File: src/rtl/key_search_controller.sv
// key_search_controller: sequences a key generator and a decrypt core to
// search for a key that yields valid plaintext. Each key is requested from
// the generator, then handed to the decrypt core. The search ends when a key
// decrypts validly (FOUND), when the generator's final key fails or the
// generator stops answering (FAILED), or when the caller aborts.
`timescale 1ns/1ps
module key_search_controller #(
  parameter int GEN_TIMEOUT = 64
) (
  input  logic        clk,
  input  logic        reset,
  input  logic        go,
  input  logic        abort,
  output logic        gen_start,
  input  logic        gen_finished,
  input  logic        gen_terminated,
  input  logic [23:0] gen_key,
  output logic        dec_start,
  output logic [23:0] dec_key,
  input  logic        dec_done,
  input  logic        dec_valid,
  output logic        busy,
  output logic        found,
  output logic        failed,
  output logic        timeout,
  output logic [23:0] found_key,
  output logic [23:0] attempts
);

  typedef enum logic [2:0] {
    S_IDLE     = 3'd0,
    S_REQ      = 3'd1,
    S_WAIT_GEN = 3'd2,
    S_LAUNCH   = 3'd3,
    S_WAIT_DEC = 3'd4,
    S_FOUND    = 3'd5,
    S_FAILED   = 3'd6
  } state_t;

  // Last counter value still spent waiting; reaching it without a pulse
  // means GEN_TIMEOUT cycles have gone by in WAIT_GEN.
  localparam logic [7:0]  GEN_CNT_LAST = 8'(GEN_TIMEOUT - 1);
  localparam logic [23:0] ATTEMPTS_MAX = 24'hFFFFFF;

  state_t      state_q, state_d;
  logic [23:0] dec_key_q, dec_key_d;
  logic [23:0] found_key_q, found_key_d;
  logic [23:0] attempts_q, attempts_d;
  logic        last_q, last_d;
  logic        timeout_q, timeout_d;
  logic [7:0]  gen_cnt_q, gen_cnt_d;

  // State and datapath registers with synchronous active-high reset.
  always_ff @(posedge clk) begin
    if (reset) begin
      state_q     <= S_IDLE;
      dec_key_q   <= 24'd0;
      found_key_q <= 24'd0;
      attempts_q  <= 24'd0;
      last_q      <= 1'b0;
      timeout_q   <= 1'b0;
      gen_cnt_q   <= 8'd0;
    end else begin
      state_q     <= state_d;
      dec_key_q   <= dec_key_d;
      found_key_q <= found_key_d;
      attempts_q  <= attempts_d;
      last_q      <= last_d;
      timeout_q   <= timeout_d;
      gen_cnt_q   <= gen_cnt_d;
    end
  end

  // Next-state and datapath update; abort overrides every state.
  always_comb begin
    state_d     = state_q;
    dec_key_d   = dec_key_q;
    found_key_d = found_key_q;
    attempts_d  = attempts_q;
    last_d      = last_q;
    timeout_d   = timeout_q;
    gen_cnt_d   = gen_cnt_q;

    if (abort) begin
      state_d   = S_IDLE;
      timeout_d = 1'b0;
    end else begin
      case (state_q)
        S_IDLE, S_FOUND, S_FAILED: begin
          if (go) begin
            state_d     = S_REQ;
            timeout_d   = 1'b0;
            attempts_d  = 24'd0;
            found_key_d = 24'd0;
          end else begin
            state_d = state_q;
          end
        end
        S_REQ: begin
          // Counter is zeroed here so it reads 0 on the first WAIT_GEN cycle.
          gen_cnt_d = 8'd0;
          state_d   = S_WAIT_GEN;
        end
        S_WAIT_GEN: begin
          if (gen_finished || gen_terminated) begin
            // A simultaneous finished+terminated counts as the final key.
            dec_key_d = gen_key;
            last_d    = gen_terminated;
            state_d   = S_LAUNCH;
          end else if (gen_cnt_q == GEN_CNT_LAST) begin
            timeout_d = 1'b1;
            state_d   = S_FAILED;
          end else begin
            gen_cnt_d = gen_cnt_q + 8'd1;
          end
        end
        S_LAUNCH: begin
          if (attempts_q != ATTEMPTS_MAX) begin
            attempts_d = attempts_q + 24'd1;
          end else begin
            attempts_d = attempts_q;
          end
          state_d = S_WAIT_DEC;
        end
        S_WAIT_DEC: begin
          if (dec_done && dec_valid) begin
            found_key_d = dec_key_q;
            state_d     = S_FOUND;
          end else if (dec_done && last_q) begin
            timeout_d = 1'b0;
            state_d   = S_FAILED;
          end else if (dec_done) begin
            state_d = S_REQ;
          end else begin
            state_d = S_WAIT_DEC;
          end
        end
        default: begin
          state_d = S_IDLE;
        end
      endcase
    end
  end

  // Outputs decoded from the state register or driven straight from flops.
  always_comb begin
    gen_start = 1'b0;
    dec_start = 1'b0;
    busy      = 1'b0;
    found     = 1'b0;
    failed    = 1'b0;
    case (state_q)
      S_REQ:      begin gen_start = 1'b1; busy = 1'b1; end
      S_WAIT_GEN: begin busy = 1'b1; end
      S_LAUNCH:   begin dec_start = 1'b1; busy = 1'b1; end
      S_WAIT_DEC: begin busy = 1'b1; end
      S_FOUND:    begin found = 1'b1; end
      S_FAILED:   begin failed = 1'b1; end
      default:    begin busy = 1'b0; end
    endcase
    dec_key   = dec_key_q;
    found_key = found_key_q;
    attempts  = attempts_q;
    timeout   = timeout_q;
  end

endmodule

File: config.mk
export PLATFORM = sky130hd
export DESIGN_NAME = key_search_controller
export DESIGN_NICKNAME = d
export VERILOG_FILES = /design/src/rtl/key_search_controller.sv
export SDC_FILE = /design/constraint.sdc
export NUM_CORES = 1
export LEC_CHECK = 0
export BUFFER_PORTS_ARGS = -buffer_cell sky130_fd_sc_hd__buf_4
export CAP_MARGIN = 25
export CORE_ASPECT_RATIO = 1.2
export CORE_MARGIN = 2
export CORE_UTILIZATION = 47
export DETAILED_ROUTE_END_ITERATION = 7
export PLACE_DENSITY = 0.86
export SLEW_MARGIN = 10
export SYNTH_ARGS = -nofsm -noshare
export SYNTH_HDL_FRONTEND = slang
export SYNTH_SLANG_ARGS = --single-unit
File: constraint.sdc
create_clock -name clk -period 2.15 [get_ports clk]
set_clock_uncertainty 0.2 [all_clocks]
set_input_delay 0 -clock clk [delete_from_list [all_inputs] [get_ports clk]]
set_output_delay 0 -clock clk [all_outputs]
set_load 0.03 [all_outputs]
## Yosys cells after proc, flatten, opt, wreduce, memory -nomap -nowiden

Cells that the tools add are included.

- Register bits after elaboration: 85
- Input port bits: 32
- Logic and storage cells: 70
- Output and inout bits: 78

- Bitwise logic cells: 1
- $add $sub $neg: 2
- Reduce and logical (&&, ||, !) cells: 17
- Equality and inequality tests: 17
- Mux-type cells: 26

Operators by type and width:

| operator | count |
|---|---|
| $pmux 24 s2 | 2 |
| $mux 24 | 3 |
| $add 24x1->24 const B | 1 |
| $ne 24x24->1 const B | 1 |
| $mux 3 | 6 |
| $mux 8 | 2 |
| $ne 2x2->1 const B | 8 |
| $pmux 8 s2 | 1 |
| $pmux 3 s5 | 1 |
| $reduce_and 4->1 | 3 |
| $mux 1 | 10 |
| $eq 3x3->1 const B | 3 |
| $add 8x1->8 const B | 1 |
| $eq 8x6->1 const B | 1 |
| $eq 3x2->1 const B | 2 |
| $reduce_and 6->1 | 1 |
| $reduce_bool 2->1 | 3 |
| $reduce_or 4->1 | 1 |
| $eq 3x1->1 const B | 1 |
| $logic_not 3->1 | 1 |
| $ne 3x3->1 const B | 1 |
| $pmux 1 s3 | 1 |
| $reduce_and 3->1 | 1 |
| $reduce_bool 3->1 | 1 |
| other kinds (6) | 7 |

## Longest topological paths before layout

Gate-level depths: netlist of run 1.

- Depth in word-level cells: 4
- Depth in mapped cells: 8
- Gate-level depth less buffers: 6

## Worst setup path after synthesis of run 1

Ideal clock, no wire load.

- Path type: reg2reg
- From: register attempts_q[0] (netlist: attempts[0])
- To: register attempts_q[18] (netlist: attempts[18])
- Path buffers: 2
- Clock period less this slack: 2322 ps
- Required time: 1811 ps
- Data arrival time: 1983 ps
- Path slack: -172 ps
- Library setup time: 139 ps
- Cell stages (with the launch flop): 9
- Path through: dfxtp_1 > ha_1 > nand4_1 > nor4_4 > and3_1 > buf_4 > or2_2 > buf_4 > o32ai_1

- Longest elaborated chain between the ends: 3

RTL lines:

| element | line | text |
|---|---|---|
| start: declaration | 48 | `logic [23:0] attempts_q, attempts_d;` |
| start signal: assignment | 67 | `attempts_q <= attempts_d;` |
| $add 24x1->24 / $ne 24x24->1 (equally long branches) | 119, 118 |  |
| $mux 24 / $ne 2x2->1 (equally long branches) | n/a |  |
| $pmux 24 s2 / $reduce_and 4->1 (equally long branches) | n/a |  |

Parallel ways exist; a longest one is shown, timed or not. The select of a mux whose other input is x is not followed.
A chain may end at the register's enable or synchronous reset.

## Final worst setup path of run 1

- From: register attempts_q[8] (netlist: attempts[8])
- To: register attempts_q[15] (netlist: attempts[15])

The elaborated chain is that of the path after synthesis.

==> results by group, run 1 <==
Synth
  • Synthesized area: just over 4000 µm²
  • Yosys warns: 0
  • Post-synth top flop: dfxtp_1
  • Seq cells post-synth: 85
  • Post-Syn Nets: 530
  • Synthesized area per cell: approximately 8.1 µm²
  • Synth unique cells: around 60
  • FFs w/ async S/R, synth: 0%
  • Top cells by count, synth: dfxtp_1 (85), a21oi_1 (73), nand2_1 (72), nand3_1 (41), nand2b_1 (28)
  • Most frequent cell after synthesis: dfxtp_1
  • EDFF count, synth: 0
  • Area fraction of the dominant cell type after synthesis: 42.13%
  • Gate Count Post-Synth: approximately 500
  • Sequential share of the synthesized area: roughly 42%
  • Synth area leader: dfxtp_1
  • Ranking of synthesized cells by area: dfxtp_1 (42%), a21oi_1 (9.0%), nand2_1 (6.7%)

Global routing
  • Number of global-route vias before repair: approximately 4.3k
  • Gr usage total: between 20% and 30%
  • Pin count of the biggest net entering global routing: 69
  • Initial antenna violation count: 0
  • First-pass GRT wire length: 19.84 mm
  • GR Overflow Total: 0

Clock network
  • CTS max path bufs: 2
  • TritonCTS clock tree: yes
  • Clk_lat worst skew: between 300 and 400 ps
  • Total CTS buffers: 9
  • CTS sink cnt: 85
  • Clock Tree Root: clkbuf_8
  • H-tree levels: 3
  • Worst-path clk slew: about 90 ps

Die
  • Total die area: slightly above 9000 µm²
  • I/O pin cnt: 110
  • Core ar.: between 8000 and 9000 µm²
  • Row count: 37
  • Die Wd: between 80 and 90 µm
  • Die Ht: around 110 µm
  • Starting Density: 47.67%

STA
  • Hold Slack: 242.3 ps
  • Setup TNS Final: 0 ps
  • Max-slew violations: 0
  • Fin. Hold Viols: 0
  • Fin crit share: a little over nine tenths
  • Worst-margin pin slew: 730.6 ps
  • Tmin final: 2105 ps
  • Slew HR: about half
  • Final setup viols: 0
  • Fmax: ~0.48 GHz

Status
  • Status: finished clean

Critical path
  • WP data required: 2210 ps
  • CP Cell Sequence: nand3_2, nor4_2, buf_4, or3b_2, o31ai_1
  • CP startpoint kind: register
  • FF-to-FF Start: attempts[8]
  • CP max stage cell: or3b_2
  • Worst r2r path cells: 5
  • Worst setup EP type: register
  • Critical path's largest stage delay: just under 500 ps
  • Setup CP Type: register to register
  • R2R Setup Slk: approximately 45 ps
  • Worst R2R End: attempts[15]
  • Worst Path Max Fanout: 6
  • Worst Path Arrival: 2170 ps

Placed design
  • Total placed instance area: roughly 5200 µm²
  • GP Congestion: approximately 0.90
  • Final HPWL DP: 8.240 mm
  • Port-buffer cells: approximately 110

Final layout
  • Register area: about 1700 µm²
  • Final Util: ~69%
  • Nets@finish: a little under 700
  • Multi-input gate area: 2185 µm²
  • Post-Layout Inst Area: 5817 µm²
  • Diodes inserted: 0
  • Fillers: about 640
  • Synth-to-Final Area Change: 44.02%
  • Layout cells sized above 1: around 33%

Hold path
  • Tightest Hold Check Type: primary input to register
  • Hold Path End: timeout
  • Hold_sp: abort
  • Hold path cells: 3

Drt
  • Wire per inst: approximately 16 µm
  • DRC: 0
  • Via-to-Cell Ratio: 5.752
  • Total number of vias: 4,492
  • First-pass DRT Iterations: 5
  • DRT iter0 DRCs: ~330
  • Total Wirelength: 12.39 mm
  • Final ANT Viol Nets: 0

Flow run
  • Max Cap Viol: 0

Power
  • LEAKAGE: roughly 2.2 nW
  • Max VDD drop: about 0.46 mV
  • Total Power: around 0.0031 W
  • Power per Cell Area: approximately 540 nW/µm²
-- layout make-up --
| type | count | share of cell area [%] |
|---|---|---|
| flip-flops and latches | 85 | 29.62 |
| multi-input cells | 369 | 37.56 |
| clock buffers | 9 | 2.129 |
| clock inverters | 7 | 1.678 |
| well taps | 117 | 2.517 |
| inverters | 6 | 0.3872 |
| repair buffers | 188 | 26.11 |
-- sequential cells by signal, summed over array words and instances (netlist names) --
name,count
attempts,24
dec_key,24
found_key,24
gen_cnt_q,8
last_q,1
state_q,3
timeout,1
-- worst max path at each step --
stage | start | endpoint | depth (start not counted)
after floorplan | attempts[6] | attempts[18] | 7
after detailed placement | gen_cnt_q[0] | gen_cnt_q[6] | 7
after global placement | attempts[0] | attempts[13] | 7
after global routing | attempts[0] | attempts[16] | 8
after CTS | attempts[0] | attempts[5] | 6
final | attempts[8] | attempts[15] | 5
-- metrics by stage --
step,instances,setup WS [ps]
floorplan,496,-3.587
global placement,726,44.62
detailed placement,727,-9.304
CTS,775,12.17
global route,781,-1.078
finish,781,45.11
-- cell families after synthesis --
group	Yosys count	share of synthesized area, %
compound gates	146	22.80
xor+xnor	2	0.4338
fa+ha+maj	2	0.6195
buf+inv	42	5.359
flops	85	42.13
simple gates	219	28.66
-- layout by cell type, fill, tap and decap left out, types with 6 or more instances in the layout --
master,Yosys,final
nor2_1,22,22
o31ai_1,13,13
nand3_1,41,40
clkbuf_8,0,9
nor3_1,11,8
nand2b_1,28,28
a21oi_1,73,73
a31oi_1,7,7
dfxtp_1,85,72
buf_4,3,152
nand2_1,72,72
nor3_2,4,7
o21ai_1,7,6
dfxtp_2,0,11
nand4_1,7,7
o311ai_1,12,12
o21ai_0,11,11
dlygate4sd3_1,0,32
-- power by group --
group | switching, W | internal (W)
combinational | 0.000145 | 0.000135
clock | 0.000601 | 0.000658
sequential | 0.00000865 | 0.00158
-- worst max-delay path, delay by kind of cell (launching register included) --
family          cells  cell delay [ps]
simple gates        3             1010
flops               1              390
compound gates      1              220
buf+inv             1              200
-- what timing repair did --
| action | in CTS | in global routing |
|---|---|---|
| endpoints found under the setup margin | 8 | 45 |
| endpoints found under the hold margin | 44 | 0 |
| pin swaps | 0 | 3 |
| setup buffers | 0 | 6 |
| hold buffers | 32 | 0 |
| resized for setup | 4 | 8 |
-- per-layer routing --
metal	track usage (%)	wire length [µm]	vias to the layer above
met4	11.36	363	0
li1	-	-	2131
met5	0	0	-
met2	45.04	6501	215
met3	6.813	1004	41
met1	30.43	4519	2105
No activity file was read; power rests on OpenSTA's default activity.
==> run 2, diff against run 1 <==
CORE_UTILIZATION = 56   (was 47)
PLACE_DENSITY = 0.94   (was 0.86)
clock period = 2.7 ns   (was 2.15 ns; I/O delays follow)
==> run 2 against run 1 <==
Net effect: the run now ends with negative hold slack left; flip-flop and latch count unchanged; design area decreased by 4.7%; worst hold slack worse by 250 ps; combinational power decreased by 23%; critical endpoint is now timeout; largest power group unchanged; highest routed layer unchanged.
==> results by group, run 2 (synthesis gave the netlist of run 1 again) <==
Final layout
  • Synth-to-Final Area Change: 37.21%
  • Diodes inserted: 0 (unchanged)
  • Commonest non-fill, non-tap cell in the layout: buf_4
  • Layout cells sized above 1: 26.20% (-6.5 points)
  • Commonest cells after routing, fill and taps aside: buf_4 (124), dfxtp_1 (84), a21oi_1 (73)
  • Nets@finish: 674 (-2.7%)
  • Final Util: 80.37% (+12 points)

Die
  • Die Wd: 81.53 µm (-8.0%)
  • Total die area: 7910 µm² (-15%)
  • Die Ht: 97.03 µm (-8.1%)
  • I/O pin cnt: 110 (unchanged)
  • Row count: 33 (-11%)
  • Core ar.: 6895 µm² (-19%)
  • Starting Density: 58.57% (+11 points)

STA
  • Worst-margin pin slew: 737.2 ps (+6.604 ps)
  • Tmin final: 2508 ps (+403.2 ps)
  • Final setup viols: 0 (unchanged)
  • Fin crit share: 92.89% (-5.0 points)
  • Setup TNS Final: 0 ps (unchanged)
  • Slew HR: 50.85% (-0.44 points)
  • Unrepaired setup endpoints after global routing: false
  • Fmax: 0.3987 GHz (-16%)
  • Fin. Hold Viols: 3 (+3)
  • Max-slew violations: 0 (unchanged)
  • Hold Slack: -5.991 ps (-248.3 ps)

Clock network
  • H-tree levels: 3 (unchanged)
  • Clk_lat worst skew: 370 ps (about the same)
  • Worst-path clk slew: 90 ps (about the same)
  • Total CTS buffers: 9 (unchanged)
  • CTS sink cnt: 85 (unchanged)
  • Clock Tree Root: clkbuf_8
  • TritonCTS clock tree: yes
  • CTS max path bufs: 2 (unchanged)

Drt
  • Total number of vias: 4,598 (+2.4%)
  • Final ANT Viol Nets: 0 (unchanged)
  • DRC: 0 (unchanged)
  • Via-to-Cell Ratio: 6.281 (+9.2%)
  • DRT iter0 DRCs: 300 (-8.5%)
  • First-pass DRT Iterations: 4 (-1)
  • Wire per inst: 18.17 µm (+15%)
  • Total Wirelength: 13.30 mm (+7.4%)

Power
  • Power per Cell Area: 422.7 nW/µm² (-21%)
  • LEAKAGE: 2.118 nW (-4.2%)
  • Max VDD drop: 0.4067 mV (-12%)
  • Total Power: 0.002343 W (-25%)

Flow run
  • Max Cap Viol: 0 (unchanged)

Global routing
  • Gr usage total: 34.35% (+8.0 points)
  • Initial antenna violation count: 0 (unchanged)
  • Number of global-route vias before repair: 4,474 (+3.1%)
  • GR Overflow Total: 0 (unchanged)
  • First-pass GRT wire length: 21.45 mm (+8.1%)
  • Pin count of the biggest net entering global routing: 71 (+2.9%)

Status
  • Status: finished, violations left
  • Violations in the final reports: negative hold slack

Critical path
  • Worst Path Arrival: 2610 ps (+440 ps)
  • Worst Path Max Fanout: 6 (unchanged)
  • Worst setup EP type: register
  • CP startpoint kind: register
  • Setup CP Type: register to register
  • WP data required: 2810 ps (+600 ps)

Placed design
  • Final HPWL DP: 8.039 mm (-2.4%)
  • Port-buffer cells: 109 (unchanged)
  • GP Congestion: 0.9098 (+1.2%)

Hold path
  • Tightest Hold Check Type: primary input to register
## run 2: final cells by class
class | instances | area, µm²
Clock buffer | 10 | 137.6
Inverter | 6 | 22.52
Sequential cell | 85 | 1703
Tap cell | 87 | 108.9
Multi-Input combinational cell | 369 | 2137
Clock inverter | 6 | 46.29
Fill cell | 415 | 1354
Timing Repair Buffer | 169 | 1386
## run 2: final timing paths
path	start	endpoint	slack, ps	depth (start not counted)
max	gen_cnt_q[0]	timeout	190	6
min reg2reg	found_key[12]	found_key[12]	280	2
max reg2reg	gen_cnt_q[0]	timeout	190	6
min	reset	found_key[17]	-6	2
## run 2: metrics by stage
stage	instance area, µm²	cells	setup WS (ps)
CTS	5538	732	154.0
detailed placement	4913	672	333.8
floorplan	4039	496	378.4
global placement	4898	671	454.3
global route	5542	732	29.80
finish	5542	732	191.9
## run 2: power by group
part | switching (W) | internal [W] | leakage [nW] | total, W
clock network | 0.000494 | 0.000366 | 0.0893 | 0.000860
registers | 0.00000715 | 0.00126 | 0.685 | 0.00127
logic | 0.000115 | 0.000103 | 1.34 | 0.000217
## run 2: what timing repair did
action	in CTS	in global routing
resized for setup	0	2
hold endpoints to repair	30	0
buffers inserted	0	0
setup endpoints to repair	0	2
hold buffers	44	0
## run 2: worst max-delay path: stages (launching register included)
cell and delay (ps):
dfxtp_1 380, ha_1 200, nand3_1 200, nor3_1 390
a21oi_1 120, a2111oi_1 370, dlygate4sd3_1 610
## run 2: routing by layer
layer | vias to the layer above | share of wire [%] | wire (µm) | global-route usage, %
li1 | 2091 | - | - | -
met1 | 2146 | 36 | 4794 | 38.95
met2 | 299 | 50 | 6668 | 58.76
met3 | 62 | 9.3 | 1240 | 7.743
met4 | 0 | 4.5 | 599 | 17.21
met5 | - | 0 | 0 | 0
==> run 3, diff against run 2 <==
==> constraint.sdc (replaced) <==
create_clock -name clk -period 2.7 [get_ports clk]
set_clock_uncertainty 0.2 [all_clocks]
set_input_delay 0.135 -clock clk [delete_from_list [all_inputs] [get_ports clk]]
set_output_delay 0.135 -clock clk [all_outputs]
set_load 0.03 [all_outputs]
==> run 3 against run 2 <==
Net effect: the run now ends clean; utilization decreased by 2.4 points; combinational power decreased by 4%; flip-flop and latch count unchanged; setup slack improved by 70 ps; first-iteration DRC count increased by 14%; critical path type unchanged; critical endpoint is now attempts[18]; largest power group unchanged.
==> results by group, run 3 (synthesis gave the netlist of run 1 again) <==
Die
  • Starting Density: 58.57% (unchanged)
  • Core ar.: 6895 µm² (unchanged)
  • I/O pin cnt: 110 (unchanged)
  • Row count: 33 (unchanged)
  • Die Wd: 81.53 µm (unchanged)
  • Total die area: 7910 µm² (unchanged)
  • Die Ht: 97.03 µm (unchanged)

Power
  • LEAKAGE: 2.011 nW (-5.1%)
  • Share of power burned in the clock network: 36.7% (about the same)
  • Sw Ratio: 26.12% (-0.19 points)
  • Cell internal pwr: 0.001721 W (-0.29%)
  • Power per Cell Area: 433.2 nW/µm² (+2.5%)
  • Max VDD drop: 0.4066 mV (about the same)
  • Comb power frac: 9.0% (-0.3 points)
  • Sequential power share: 54.3% (+0.3 points)
  • Sw power: 0.0006086 W (-1.3%)

Critical path
  • FF-to-FF Start: attempts[1]
  • CP Launch Point: attempts[1]
  • CP startpoint kind: register
  • CP max stage cell: and3_1
  • WP data required: 2740 ps (-70 ps)
  • Worst Path Max Fanout: 13 (+7)
  • CP Cell Sequence: ha_1, nand4_1, nor4_4, and3_1, or2_2, o32ai_1
  • Worst setup EP type: register
  • Worst R2R End: attempts[18]
  • Worst Path Arrival: 2480 ps (-130 ps)
  • R2R Setup Slk: 260 ps (+70 ps)
  • Critical path's largest stage delay: 470 ps (-140 ps)
  • Worst r2r path cells: 6 (unchanged)
  • Setup CP Type: register to register
  • CP delay by family, top: simple AND/OR/NAND/NOR gates
  • WP buf/inv: 0 (-1)

Clock network
  • TritonCTS clock tree: yes
  • Hold-fix buffers at CTS: 28 (-36%)
  • Clk_lat worst skew: 360 ps (about the same)
  • H-tree levels: 3 (unchanged)
  • CTS max path bufs: 2 (unchanged)
  • Total CTS buffers: 9 (unchanged)
  • Post-CTS setup buffer count: 0 (unchanged)
  • CTS sink cnt: 85 (unchanged)
  • Cts repair resizes: 0 (unchanged)
  • Worst-path clk slew: 90 ps (about the same)
  • Clock Tree Root: clkbuf_8

Final layout
  • Layout cells sized above 1: 26.55% (+0.35 points)
  • Non-Filler Instances: 716 (-2.2%)
  • Diodes inserted: 0 (unchanged)
  • Commonest cells after routing, fill and taps aside: buf_4 (124), dfxtp_1 (85), a21oi_1 (73)
  • Post-Layout Inst Area: 5378 µm² (-3.0%)
  • Commonest non-fill, non-tap cell in the layout: buf_4
  • Synth-to-Final Area Change: 33.15%
  • Nets@finish: 658 (-2.4%)

Placed design
  • Total placed instance area: 4913 µm² (unchanged)
  • Placement Setup Slack: 333.8 ps (unchanged)
  • Port-buffer cells: 109 (unchanged)
  • Final HPWL DP: 8.039 mm (unchanged)
  • Cells after DPL: 672 (unchanged)
  • GP Congestion: 0.9098 (unchanged)

Global routing
  • Initial antenna violation count: 0 (unchanged)
  • Pin count of the biggest net entering global routing: 71 (unchanged)
  • GR Overflow Total: 0 (unchanged)
  • First-pass GRT wire length: 20.72 mm (-3.4%)
  • Number of global-route vias before repair: 4,440 (-0.76%)
  • Gr usage total: 32.83% (-1.5 points)

Drt
  • Via-to-Cell Ratio: 6.274 (-0.12%)
  • Total number of vias: 4,492 (-2.3%)
  • DRC: 0 (unchanged)
  • DRT iter0 DRCs: 342 (+14%)
  • Wire per inst: 17.72 µm (-2.5%)
  • Final ANT Viol Nets: 0 (unchanged)
  • First-pass DRT Iterations: 5 (+1)
  • Total Wirelength: 12.69 mm (-4.6%)

Hold path
  • Hold Path End: state_q[2]
  • Hold_sp: go
  • Hold path cells: 4 (+2)
  • Tightest Hold Check Type: primary input to register

STA
  • Slew HR: 51.09% (+0.23 points)
  • Fin crit share: 90.30% (-2.6 points)
  • Setup TNS Final: 0 ps (unchanged)
  • Setup ws final: 261.9 ps (+69.97 ps)
  • Max-slew violations: 0 (unchanged)
  • Final setup viols: 0 (unchanged)
  • Worst-margin pin slew: 733.7 ps (-3.487 ps)
  • Unrepaired setup endpoints after global routing: false
  • Fin. Hold Viols: 0 (-3)
  • Fmax: 0.4102 GHz (+2.9%)
  • Tmin final: 2438 ps (-69.97 ps)

Status
  • Status: finished clean

Flow run
  • Max Cap Viol: 0 (unchanged)
-- run 3: cell count changes in the layout (fill, tap and decap cells not counted) --
cell           previous run  this run
nand2_2                   1         0
dfxtp_2                   1         0
dfxtp_1                  84        85
dlygate4sd3_1            44        28
nand2_1                  71        72
-- run 3: layer usage --
| layer | routed length [µm] | vias to the layer above | part of all wire (%) | GRT usage (%) |
|---|---|---|---|---|
| met2 | 6350 | 279 | 50 | 56.31 |
| met5 | 0 | - | 0 | 0 |
| met4 | 538 | 0 | 4.2 | 17.08 |
| li1 | - | 2055 | - | - |
| met3 | 1201 | 59 | 9.5 | 7.836 |
| met1 | 4600 | 2099 | 36 | 36.52 |
-- run 3: tightest hold or removal path, cell delays in order --
cell and delay, ps:
buf_4 140, nand2_1 70, o21ai_0 150, nor3_1 50
-- run 3: layout make-up --
class | count | area (µm²)
Multi-Input combinational cell | 369 | 2135
Sequential cell | 85 | 1702
Fill cell | 452 | 1518
Timing Repair Buffer | 153 | 1226
Clock buffer | 10 | 137.6
Tap cell | 87 | 108.9
Clock inverter | 6 | 46.29
Inverter | 6 | 22.52
-- run 3: power groups by stage --
stage	registers [W]	clock network (W)	logic, W
after detailed placement	0.00129	0	0.000172
after global placement	0.00129	0	0.000166
after floorplan	0.00130	0	0.0000963
after global routing	0.00127	0.000905	0.000222
final	0.00126	0.000856	0.000209
after CTS	0.00126	0.000850	0.000204
-- run 3: through the flow --
| stage | power, W | util, % | hold slack, ps |
|---|---|---|---|
| CTS | 0.002318 | 77.99 | 12.20 |
| global route | 0.002393 | 77.99 | 69.81 |
| floorplan | 0.001394 | - | 11.84 |
| detailed placement | 0.001466 | 71.26 | 195.2 |
| global placement | 0.001460 | 71.04 | 181.4 |
| finish | 0.002330 | 77.99 | 30.54 |
-- run 3: worst max-delay path by stage --
| stage | endpoint | slack, ps | cells after the start |
|---|---|---|---|
| detailed placement | gen_cnt_q[1] | 330 | 6 |
| global placement | gen_cnt_q[1] | 450 | 6 |
| floorplan | attempts[18] | 380 | 8 |
| global route | gen_cnt_q[1] | 120 | 6 |
| CTS | gen_cnt_q[1] | 290 | 6 |
| finish | attempts[18] | 260 | 6 |
